`config.mk`:
```
export PLATFORM = sky130hd
export DESIGN_NAME = blink_scheduler
export DESIGN_NICKNAME = d
export VERILOG_FILES = /design/src/rtl/blink_scheduler.sv
export SDC_FILE = /design/constraint.sdc
export NUM_CORES = 1
export LEC_CHECK = 0
export BUFFER_PORTS_ARGS = -buffer_cell sky130_fd_sc_hd__buf_4
export CORE_UTILIZATION = 50
export CTS_BUF_LIST = sky130_fd_sc_hd__clkbuf_8
export DETAILED_ROUTE_END_ITERATION = 8
export GPL_ROUTABILITY_DRIVEN = 1
export GPL_TIMING_DRIVEN = 0
export PLACE_DENSITY_LB_ADDON = 0.2
export SLEW_MARGIN = 0
export SYNTH_ARGS = -nofsm -noshare
export SYNTH_HDL_FRONTEND = slang
export SYNTH_SLANG_ARGS = --single-unit
```
`constraint.sdc`:
```
create_clock -name clk -period 6.51 [get_ports clk]
set_clock_uncertainty 0.1 [all_clocks]
set_input_delay 0.651 -clock clk [delete_from_list [all_inputs] [get_ports clk]]
set_output_delay 0.651 -clock clk [all_outputs]
set_load 0.005 [all_outputs]
```
`src/rtl/blink_scheduler.sv`:
```
// blink_scheduler: time-shares one status LED among NREQ requesters.
// Each grant plays a blink code of N pulses (ON/OFF intervals, then a GAP),
// paced by a prescaled tick, and finishes with a one-cycle ack to the grantee.
module blink_scheduler #(
    parameter int unsigned NREQ      = 4,
    parameter int unsigned CNT_W     = 4,
    parameter int unsigned TICK_DIV  = 10,
    parameter int unsigned ON_TICKS  = 1,
    parameter int unsigned OFF_TICKS = 1,
    parameter int unsigned GAP_TICKS = 4
) (
    input  logic                      clk,
    input  logic                      rst,
    input  logic [NREQ-1:0]           req,
    input  logic [NREQ*CNT_W-1:0]     count,
    output logic [NREQ-1:0]           ack,
    output logic                      busy,
    output logic [$clog2(NREQ)-1:0]   grant_id,
    output logic                      light
);

    localparam int unsigned IDW    = $clog2(NREQ);
    localparam int unsigned PW     = $clog2(TICK_DIV);
    localparam int unsigned MAXT_A = (ON_TICKS > OFF_TICKS) ? ON_TICKS : OFF_TICKS;
    localparam int unsigned MAXT   = (MAXT_A > GAP_TICKS) ? MAXT_A : GAP_TICKS;
    localparam int unsigned TW     = $clog2(MAXT + 1);

    typedef enum logic [1:0] {
        S_IDLE = 2'd0,
        S_ON   = 2'd1,
        S_OFF  = 2'd2,
        S_GAP  = 2'd3
    } state_e;

    state_e            state_q, state_d;
    logic [PW-1:0]     presc_q, presc_d;
    logic [TW-1:0]     timer_q, timer_d;
    logic [CNT_W-1:0]  rem_q, rem_d;
    logic [IDW-1:0]    rr_q, rr_d;
    logic [IDW-1:0]    grant_q, grant_d;
    logic [NREQ-1:0]   ack_q, ack_d;
    logic              light_q, light_d;
    logic              busy_q, busy_d;

    logic              tick;
    logic              found;
    logic [IDW-1:0]    gidx;
    logic [CNT_W-1:0]  gcount;

    // Round-robin search: first requester at or after the rr pointer.
    always_comb begin
        found = 1'b0;
        gidx  = '0;
        for (int unsigned k = 0; k < NREQ; k++) begin
            logic [IDW-1:0] idx;
            idx = IDW'((32'(rr_q) + k) % NREQ);
            if (!found && req[idx]) begin
                found = 1'b1;
                gidx  = idx;
            end
        end
        gcount = count[gidx*CNT_W +: CNT_W];
    end

    // Next-state logic: prescaler, interval timer, pulse counter and outputs.
    always_comb begin
        tick    = (presc_q == PW'(TICK_DIV - 1));
        presc_d = tick ? '0 : presc_q + PW'(1);
        state_d = state_q;
        timer_d = timer_q;
        rem_d   = rem_q;
        rr_d    = rr_q;
        grant_d = grant_q;
        ack_d   = '0;

        case (state_q)
            S_IDLE: begin
                // The cycle carrying ack is a mandatory idle cycle.
                if (ack_q == '0 && found) begin
                    grant_d = gidx;
                    rr_d    = (gidx == IDW'(NREQ - 1)) ? '0 : gidx + IDW'(1);
                    rem_d   = gcount;
                    presc_d = '0;
                    timer_d = '0;
                    if (gcount == '0) begin
                        ack_d = NREQ'(1) << gidx;
                    end else begin
                        state_d = S_ON;
                    end
                end
            end
            S_ON: begin
                if (tick) begin
                    if (timer_q == TW'(ON_TICKS - 1)) begin
                        timer_d = '0;
                        rem_d   = rem_q - CNT_W'(1);
                        state_d = (rem_q > CNT_W'(1)) ? S_OFF : S_GAP;
                    end else begin
                        timer_d = timer_q + TW'(1);
                    end
                end
            end
            S_OFF: begin
                if (tick) begin
                    if (timer_q == TW'(OFF_TICKS - 1)) begin
                        timer_d = '0;
                        state_d = S_ON;
                    end else begin
                        timer_d = timer_q + TW'(1);
                    end
                end
            end
            S_GAP: begin
                if (tick) begin
                    if (timer_q == TW'(GAP_TICKS - 1)) begin
                        timer_d = '0;
                        state_d = S_IDLE;
                        ack_d   = NREQ'(1) << grant_q;
                    end else begin
                        timer_d = timer_q + TW'(1);
                    end
                end
            end
            default: state_d = S_IDLE;
        endcase

        light_d = (state_d == S_ON);
        busy_d  = (state_d != S_IDLE);
    end

    // State and output registers with synchronous reset.
    always_ff @(posedge clk) begin
        if (rst) begin
            state_q <= S_IDLE;
            presc_q <= '0;
            timer_q <= '0;
            rem_q   <= '0;
            rr_q    <= '0;
            grant_q <= '0;
            ack_q   <= '0;
            light_q <= 1'b0;
            busy_q  <= 1'b0;
        end else begin
            state_q <= state_d;
            presc_q <= presc_d;
            timer_q <= timer_d;
            rem_q   <= rem_d;
            rr_q    <= rr_d;
            grant_q <= grant_d;
            ack_q   <= ack_d;
            light_q <= light_d;
            busy_q  <= busy_d;
        end
    end

    assign ack      = ack_q;
    assign busy     = busy_q;
    assign grant_id = grant_q;
    assign light    = light_q;

endmodule
```
==> out/qor.yml <==
route:
  routed_wl_mm: 3.63
  ant_nets: 0
  vias: 1626
  drt_iter0_markers: 76
  wl_per_cell_um: 12.6
  routed_via_density: 5.63
  dr.pass1.iters: 4
  drc: 0
clock_tree:
  cts_sinks: 23
  cts.clk_slew.worst_paths_ns: 0.08
  root_buffer: "clkbuf_8"
  ctsHoldBuffers: 0
  htree_levels: 1
  cts_resized: 0
  max-clock-path-buffers: 2
  tritoncts: "built"
  numCtsBuffers: 3
  postCtsSetupBuffers: 0
  clkLatencyLatePin_ns: 0.26
place:
  place_inst: 285
  place.gp.congestion: 0.896
  portBuffers: 29
  hpwl_mm: 2.82
logic_synthesis:
  synthTopCellsByArea: "dfxtp_1 27%, ha_1 10%, nor2_1 6.0%"
  synth_edf_count: 0
  ys_seq_elements: 23
  syn-instance-count: 212
  synth_cell_type_count: 44
  syn_avg_cell_area_um2: 8.00
  yosys_warnings: 0
  syn_nets: 248
  async_flop_share_pct: 0
  synth.yosys.seq_area_share_pct: 27.2
  synth_top_area_cell: "dfxtp_1"
  yosys.area.top_type_share_pct: 27.2
  synth_area_um2: 1700
  synth_ff_type: "dfxtp_1"
die:
  io_pins: 30
  dieArea_um2: 3630
  rows: 20
  core_area_um2: 3130
  die_y_um: 60.2
  start_util_pct: 54.2
  die_w_um: 60.2
timing:
  max_slew_margin_pct: 38.3
  rsz0062_at_grt: "no"
  period_share_pct: 43.1
  period_needed_ns: 2.81
  tns_ns: 0
  fmax_mhz: 356
  holdWs_ns: 0.397
  final_hold_viol_count: 0
  slew_viol_final: 0
  worst-slew-pin-transition_ns: 0.913
  setup_viol: 0
worst_setup_path:
  worstPathArrival_ns: 2.87
  path_class: "input pin to flop"
  timing.critical_path.from: "req[0]"
  crit_fanout: 8
  critPathCaptureType: "flop"
  endpoint: "light"
  r2r_start: "presc_q[3]"
  required_ns: 6.57
  r2r_slack_ns: 3.82
  reg2regPathDepth: 7
  r2r-end: "busy"
  cp-start-kind: "input pin"
layout:
  drive_above_1_share_pct: 20.0
  layout.cells.non_filler: 289
  final_nets: 282
  antennaDiodeCount: 0
  syn_to_final_growth_pct: 18.7
global_route:
  grt_pass1_vias: 1458
  grt_pass1_wl_mm: 6.08
  grt_start_max_net_pins: 13
  overflow: 0
  antenna_found_initial: 0
  grt_usage_pct: 21.9
run_status:
  status: "finished, final reports clean"
power_and_ir_drop:
  irDropWorstVdd_v: 0.000162
  p_leak_nw: 0.842
  power_density_nw_per_um2: 327
  totalPowerFinal_w: 0.000659
min_path:
  min_path_type: "flop to flop"
run:
  cap_violations: 0
cell type report:
class	instances	area, um^2
clock buffer	3	41.3
buffer	9	53.8
timing repair buffer	29	218
multi-input combinational	165	1120
inverter	15	56.3
tap	44	55.1
fill	300	1110
sequential	23	460
clock inverter	1	3.75
placed cells by master (no fill, tap or decap), types with 2 or more instances in the layout:
cell type and instances:
nor2_1 27, nor3b_1 6, nand3_2 2, clkbuf_8 3, clkbuf_1 5, o21a_1 2
nand2_1 18, o21ai_0 8, buf_4 30, a221oi_1 6, a22oi_1 2, o41ai_1 2
a21bo_2 4, a211oi_1 4, a211o_1 3, ha_1 14, a32oi_1 4, a21o_1 4
a21oi_1 7, nor4_1 5, nor2b_1 4, nand3_1 10, buf_6 2, and3b_1 2
nor3_1 12, dfxtp_1 23, a31oi_1 2, inv_1 16, and2_1 2
worst max-delay path: stages:
cell	delay, ns
buf_4	0.13
nor2b_1	0.15
o21bai_1	0.33
nand2_1	0.17
inv_1	0.26
a32oi_1	0.23
nor4_4	0.55
o221ai_1	0.17
and3b_1	0.22
synthesized netlist by cell type, drive strengths merged, types with 2 or more instances:
library cell and instances:
nor2b 5, a21o 4, nor3b 6, nand3 12, o21ai 8, ha 14
buf 4, nor4 6, a22oi 2, a31oi 2, a211o 3, nor3 12
a32oi 5, a211oi 5, a21bo 4, clkbuf 5, dfxtp 23, nor2 27
inv 15, o21a 2, nand2 18, a21oi 7, o41ai 2, and2 2
a221oi 6, and3b 2
flip-flops by register name (all words and copies together), names as in the netlist:
| register | cells |
|---|---|
| rem_q | 4 |
| grant_id | 2 |
| timer_q | 3 |
| light | 1 |
| state_q | 2 |
| presc_q | 4 |
| rr_q | 2 |
| ack | 4 |
| busy | 1 |
metrics by stage:
| step | util, % | area, um^2 | setup WS, ns |
|---|---|---|---|
| 2_1_floorplan | - | 1700 | 3.83 |
| 3_3_place_gp | 62.9 | 1970 | 3.44 |
| 3_5_place_dp | 62.9 | 1970 | 3.42 |
| 4_1_cts | 64.4 | 2010 | 3.71 |
| 5_1_grt | 64.4 | 2010 | 3.53 |
| 6_report | 64.4 | 2010 | 3.70 |
metal layers:
layer	part of all wire [%]	wire length (um)	track usage (%)
met1	49	1770	27.7
met2	46	1650	38.0
met3	4.8	175	3.25
met4	0.99	36	6.64
met5	0	0	0
worst min path at each step:
stage,from,to,depth (start not counted)
after floorplan,presc_q[3],presc_q[3],2
after global placement,presc_q[3],presc_q[3],2
after detailed placement,presc_q[3],presc_q[3],2
after CTS,presc_q[3],presc_q[3],2
after global routing,presc_q[3],presc_q[3],2
final,presc_q[3],presc_q[3],2
kinds of logic after synthesis:
kind of cell	Yosys count	synth area share, %
compound gates	56	25.4
buf+inv	24	6.49
mux	1	0.590
fa+ha+maj	14	10.3
xor+xnor	1	0.517
simple gates	93	29.5
flops	23	27.2
report_power, final:
part	internal [W]	leakage [nW]	switching, W	total [W]
combinational	0.000157	0.627	0.000207	0.000365
sequential	0.000176	0.188	0.0000332	0.000210
clock	0.0000421	0.0269	0.0000431	0.0000851
total	0.000376	0.842	0.000283	0.000659
Power figures use the tool's default switching activity.
